`src/rtl/cordic_vector_9bit.sv`:
```
// -----------------------------------------------------------------------------
// cordic_vector_9bit
//
// Iterative CORDIC vectoring engine for the 9-bit Cartesian-to-polar path.
// A signed (X,Y) pair is rotated onto the positive x axis one micro-rotation
// per clock.  The result is an unscaled magnitude (CORDIC gain ~1.647 still
// present, removed by the downstream gain-compensation scaler) and a binary
// angle.
//
// Ports:
//   Clk      in   rising-edge clock
//   Rst      in   synchronous active-high reset
//   Start    in   request a conversion (honoured in IDLE and FIN only)
//   X_in     in   signed 9-bit X
//   Y_in     in   signed 9-bit Y
//   Busy     out  high while iterating
//   Done     out  one-cycle pulse, Mag_raw/Ang/Ovf valid
//   Mag_raw  out  unscaled magnitude 0..255
//   Ang      out  signed binary angle, 1 LSB = 180/256 deg
//   Ovf      out  magnitude saturated on this result
// -----------------------------------------------------------------------------
module cordic_vector_9bit #(
   parameter int ITER = 8,
   parameter int IW   = 12
) (
   input  logic              Clk,
   input  logic              Rst,
   input  logic              Start,
   input  logic signed [8:0] X_in,
   input  logic signed [8:0] Y_in,
   output logic              Busy,
   output logic              Done,
   output logic        [8:0] Mag_raw,
   output logic signed [8:0] Ang,
   output logic              Ovf
);

   localparam logic [1:0] S_IDLE = 2'd0;
   localparam logic [1:0] S_RUN  = 2'd1;
   localparam logic [1:0] S_FIN  = 2'd2;

   localparam logic signed [IW-1:0] MAG_MAX = IW'(255);
   localparam logic        [3:0]    ITER_LAST = 4'(ITER - 1);

   // atan(2^-i) in binary-angle units (256 = 180 deg)
   function automatic logic signed [9:0] atan_lut(input logic [3:0] i);
      case (i)
         4'd0:    return 10'sd64;
         4'd1:    return 10'sd38;
         4'd2:    return 10'sd20;
         4'd3:    return 10'sd10;
         4'd4:    return 10'sd5;
         4'd5:    return 10'sd3;
         4'd6:    return 10'sd1;
         4'd7:    return 10'sd1;
         default: return 10'sd0;
      endcase
   endfunction

   // Returns {ovf, mag}; clamps to 255 above the 9-bit unsigned range.
   function automatic logic [9:0] sat_mag(input logic signed [IW-1:0] v);
      if (v > MAG_MAX)
         return {1'b1, 9'd255};
      else if (v[IW-1])
         return {1'b0, 9'd0};
      else
         return {1'b0, v[8:0]};
   endfunction

   logic [1:0]           state_q;
   logic [3:0]           iter_q;
   logic signed [IW-1:0] x_q, y_q;
   logic signed [9:0]    z_q;
   logic                 zero_q;

   logic signed [IW-1:0] x_ext, y_ext, x_pre, y_pre;
   logic signed [9:0]    z_pre;
   logic signed [IW-1:0] x_shr, y_shr, x_nx, y_nx;
   logic signed [9:0]    z_nx, step;
   logic [9:0]           sat_res;
   logic                 capture;

   assign Busy    = (state_q == S_RUN);
   assign Done    = (state_q == S_FIN);
   assign capture = Start && (state_q != S_RUN);

   // Capture: fold the left half-plane onto the right by a 180 deg
   // pre-rotation so the iterations only need to cover +/-90 deg.
   // -256 negates to +256, which IW bits hold without overflow.
   always_comb begin
      x_ext = {{(IW-9){X_in[8]}}, X_in};
      y_ext = {{(IW-9){Y_in[8]}}, Y_in};
      x_pre = x_ext;
      y_pre = y_ext;
      z_pre = 10'sd0;
      if (X_in[8]) begin
         x_pre = -x_ext;
         y_pre = -y_ext;
         z_pre = -10'sd256;
      end
   end

   // Micro-rotation i; both updates use the pre-update x/y.
   always_comb begin
      x_shr = x_q >>> iter_q;
      y_shr = y_q >>> iter_q;
      step  = atan_lut(iter_q);
      if (!y_q[IW-1]) begin
         x_nx = x_q + y_shr;
         y_nx = y_q - x_shr;
         z_nx = z_q + step;
      end else begin
         x_nx = x_q - y_shr;
         y_nx = y_q + x_shr;
         z_nx = z_q - step;
      end
      sat_res = sat_mag(x_nx);
   end

   // Datapath registers: no reset, only meaningful while a conversion runs.
   always_ff @(posedge Clk) begin
      if (capture) begin
         x_q    <= x_pre;
         y_q    <= y_pre;
         z_q    <= z_pre;
         zero_q <= (X_in == 9'sd0) && (Y_in == 9'sd0);
      end else if (state_q == S_RUN) begin
         x_q <= x_nx;
         y_q <= y_nx;
         z_q <= z_nx;
      end
   end

   // Control and result registers.  Results are loaded on the final
   // iteration so they are valid throughout the FIN (Done) cycle and hold
   // until the next one.
   always_ff @(posedge Clk) begin
      if (Rst) begin
         state_q <= S_IDLE;
         iter_q  <= 4'd0;
         Mag_raw <= 9'd0;
         Ang     <= 9'sd0;
         Ovf     <= 1'b0;
      end else begin
         case (state_q)
            S_IDLE: begin
               iter_q <= 4'd0;
               if (Start) state_q <= S_RUN;
            end
            S_RUN: begin
               iter_q <= iter_q + 4'd1;
               if (iter_q == ITER_LAST) begin
                  state_q <= S_FIN;
                  if (zero_q) begin
                     // A zero vector has no meaningful angle
                     Mag_raw <= 9'd0;
                     Ang     <= 9'sd0;
                     Ovf     <= 1'b0;
                  end else begin
                     Mag_raw <= sat_res[8:0];
                     Ovf     <= sat_res[9];
                     // Angle wraps modulo 512 so +/-180 deg crossings fold
                     Ang     <= z_nx[8:0];
                  end
               end
            end
            S_FIN: begin
               iter_q  <= 4'd0;
               state_q <= Start ? S_RUN : S_IDLE;
            end
            default: begin
               iter_q  <= 4'd0;
               state_q <= S_IDLE;
            end
         endcase
      end
   end

endmodule

```
`config.mk`:
```
export PLATFORM = sky130hd
export DESIGN_NAME = cordic_vector_9bit
export DESIGN_NICKNAME = d
export VERILOG_FILES = /design/src/rtl/cordic_vector_9bit.sv
export SDC_FILE = /design/constraint.sdc
export NUM_CORES = 1
export LEC_CHECK = 0
export CORE_MARGIN = 5
export CORE_UTILIZATION = 45
export DETAILED_ROUTE_END_ITERATION = 10
export GPL_TIMING_DRIVEN = 0
export HOLD_SLACK_MARGIN = 0.08
export PLACE_DENSITY = 0.6
export SYNTH_ARGS = -nofsm -noshare
export SYNTH_HDL_FRONTEND = slang
export SYNTH_SLANG_ARGS = --single-unit
```
`constraint.sdc`:
```
create_clock -name Clk -period 5.7 [get_ports Clk]
set_input_delay 1.14 -clock Clk [delete_from_list [all_inputs] [get_ports Clk]]
set_output_delay 1.14 -clock Clk [all_outputs]
set_load 0.01 [all_outputs]
```
==> impl_metrics.tcl <==
set metrics [dict create \
    status "completed" \
    synthTopCellsByArea "edfxtp_1 17%, dfxtp_1 11%, ha_1 8.3%" \
    crit_required_ps 5960 \
    routed_via_density 5.81 \
    clockPowerShare_pct 11.7 \
    initial_core_util_pct 46.2 \
    cp-end-kind "flop" \
    ios 42 \
    use_met1_pct 28.6 \
    pre_cts_ws_ps 555 \
    num_vias 5285 \
    layout.nets 795 \
    cts_buffer_depth 2 \
    globalplace.congestion 0.931 \
    instances_no_fill 909 \
    antenna_found_initial 0 \
    area_growth_pct 15.1 \
    grt_pass1_vias 5163 \
    fmax_mhz 190 \
    power_switching_share_pct 48.3 \
    met3_usage_pct 3.04 \
    yosys.cell_types.count 65 \
    setup_viol 0 \
    wl_per_cell_um 18.1 \
    slew_violations 0 \
    cts-htree-levels 3 \
    drc_errors 0 \
    cpLargestDelayFamily "compound AO/OA/AOI/OAI gates" \
    intPower_mw 2.34 \
    p_leak_nw 2.66 \
    worst_path_max_delay_cell "a211oi_1" \
    crit_chain "buf_6, buf_6, mux2_1, a221oi_1, o211a_1, ha_1, nand2_1, o41ai_1, o21a_1, xor2_1, nand2_1, o21ai_0, ha_1, inv_1, a211oi_1, a211oi_1, nor2_1, nor3_1, o31ai_1" \
    min_period_over_period_pct 92.1 \
    synth_edf_count 34 \
    synth-seq-area-share_pct 28.3 \
    synthCells 681 \
    ctsResizeCount 0 \
    max_stage_delay_ps 560 \
    numCtsBuffers 9 \
    met2_usage_pct 34.4 \
    hold_path_class "flop to flop" \
    die_h_um 124 \
    critPathMaxFanout 10 \
    layout_min_cycle_time_ps 5250 \
    ys_ff_latch 66 \
    setup_slack_ps 451 \
    rows 41 \
    max_cap_violations 0 \
    finish.instance_area_um2 6770 \
    synth_fp_nets 744 \
    place_hpwl_mm 12.9 \
    core_area_um2 12700 \
    path_buf_inv 3 \
    wirelength_mm 16.5 \
    grt_setup_unrepaired "no" \
    cts_setup_buffers 0 \
    switchingPower_mw 2.18 \
    power.total_mw 4.52 \
    clk_transition_reported_paths_ps 60 \
    ys_warn_count 0 \
    setup_tns_ps 0 \
    clockRootBuffer "clkbuf_16" \
    hold_viol_final 0 \
    tightest_slew_ps 1080 \
    synthFlopType "edfxtp_1" \
    clk-insertion-delay-late_ps 350 \
    first_pass_iters 4 \
    cts.sinks 66 \
    ant_nets 0 \
    top_usage_layer "met2" \
    grt-ovfl-total 0 \
    antennaDiodeCount 0 \
    grtUsageTotal_pct 21.4 \
    synth_top_area_share_pct 17.4 \
    max-slew-margin-rel_pct 27.7 \
    clock_skew_ps 6.55 \
    critPathKind "flop to flop" \
    portBuffers 40 \
    synth_area_leader_cell "edfxtp_1" \
    dp_cells 893 \
    peakVddDrop_uv 320 \
    ys_async_sr_fraction_pct 0 \
    synth_area_um2 5880 \
    grt_max_degree 34 \
    worst_ep_arrival_time_ps 5510 \
    post_synth.cell_area_avg_um2 8.63 \
    pwr-share-seq_pct 19.3 \
    cp-start-kind "flop" \
    die_area_um2 15500 \
    drt-initial-drc-count 396 \
    power_frac_comb_pct 69.0 \
    placed_area_um2 6500 \
    cts_tree "done" \
    cts_hold_buf 0 \
    power.density_nw_per_um2 668 \
    drive_gt1_share_pct 8.55 \
    grt_pass1_wl_mm 26.8 \
    die_x_um 124 \
]
==> per-stage QoR <==
| step | hold WS [ps] | util, % |
|---|---|---|
| 5_1_grt | 480 | 53.2 |
| 4_1_cts | 455 | 53.2 |
| 3_3_place_gp | 438 | 51.1 |
| 6_report | 451 | 53.2 |
| 2_1_floorplan | 479 | - |
| 3_5_place_dp | 443 | 51.1 |
==> per-layer routing <==
| metal | wire [um] | up-vias |
|---|---|---|
| li1 | - | 2603 |
| met1 | 7260 | 2494 |
| met2 | 7730 | 158 |
| met3 | 942 | 30 |
| met4 | 551 | 0 |
| met5 | 0 | - |
==> power groups by stage <==
stage | combinational (mW) | clock (mW) | sequential, mW
floorplan | 2.41 | 0 | 0.809
global placement | 2.99 | 0 | 0.875
detailed placement | 3.06 | 0 | 0.880
CTS | 3.09 | 0.533 | 0.869
global route | 3.45 | 0.558 | 0.891
finish | 3.12 | 0.528 | 0.874
==> placed cells by master, fill, tap and decap left out, drive strengths merged, types with 32 or more instances in the layout <==
cell / instances
a21oi: 46
clkbuf: 32
clkdlybuf4s50: 40
dfxtp: 32
edfxtp: 34
ha: 39
inv: 40
nand2: 60
nor2: 60
o21ai: 42
==> synth_stat cells, types with 4 or more instances <==
cell,number
clkbuf_1,21
a21oi_1,46
a211oi_1,6
nand2_1,60
nor3_1,27
a22oi_1,7
inv_1,37
xor2_1,17
or3_1,8
nor2b_1,14
mux4_2,15
nand3_1,15
o31ai_1,15
edfxtp_1,34
a21o_1,5
o21ai_0,40
buf_1,5
nor4_1,4
buf_2,5
xnor2_1,28
nor3b_1,5
o211a_1,4
or2_2,5
nor2_1,60
dfxtp_1,32
and2_1,8
o311ai_0,4
o211ai_1,5
o21bai_1,5
ha_1,39
mux2i_1,17
nand2b_1,11
mux2_2,8
and3_1,5
o21a_1,12
==> final timing paths <==
check                                             start                      end  slack (ps)  cells after the start
worst max-delay path               iter_q[0]$_SDFF_PP0_  Mag_raw[7]$_SDFFE_PP0P_         450                     19
worst min-delay path            Mag_raw[3]$_SDFFE_PP0P_  Mag_raw[3]$_SDFFE_PP0P_         450                      2
worst max register to register     iter_q[0]$_SDFF_PP0_  Mag_raw[7]$_SDFFE_PP0P_         450                     19
worst min register to register  Mag_raw[3]$_SDFFE_PP0P_  Mag_raw[3]$_SDFFE_PP0P_         450                      2
==> final cells by class <==
cell class                 count  area, um2
timing repair buffer          40        400
tap                          172        215
sequential                    66       1660
multi-input combinational    543       3920
fill                        1279       5960
clock buffer                  10        229
buffer                        35        158
inverter                      37        139
clock inverter                 6       40.0
==> kinds of logic after synthesis <==
family	synth area share, %
adder cells (fa/ha/maj)	9.32
multiplexers	10.6
AO/OA/AOI/OAI	19.9
AND/OR/NAND/NOR	19.6
flip-flops	28.3
buffers and inverters	5.04
XOR/XNOR	7.36
==> tightest hold or removal path, delay by kind of cell (launching register included) <==
| family | cells | cell delay [ps] |
|---|---|---|
| AND/OR/NAND/NOR | 1 | 50 |
| flip-flops | 1 | 320 |
| AO/OA/AOI/OAI | 1 | 50 |
(Power assumes the default switching activity.)
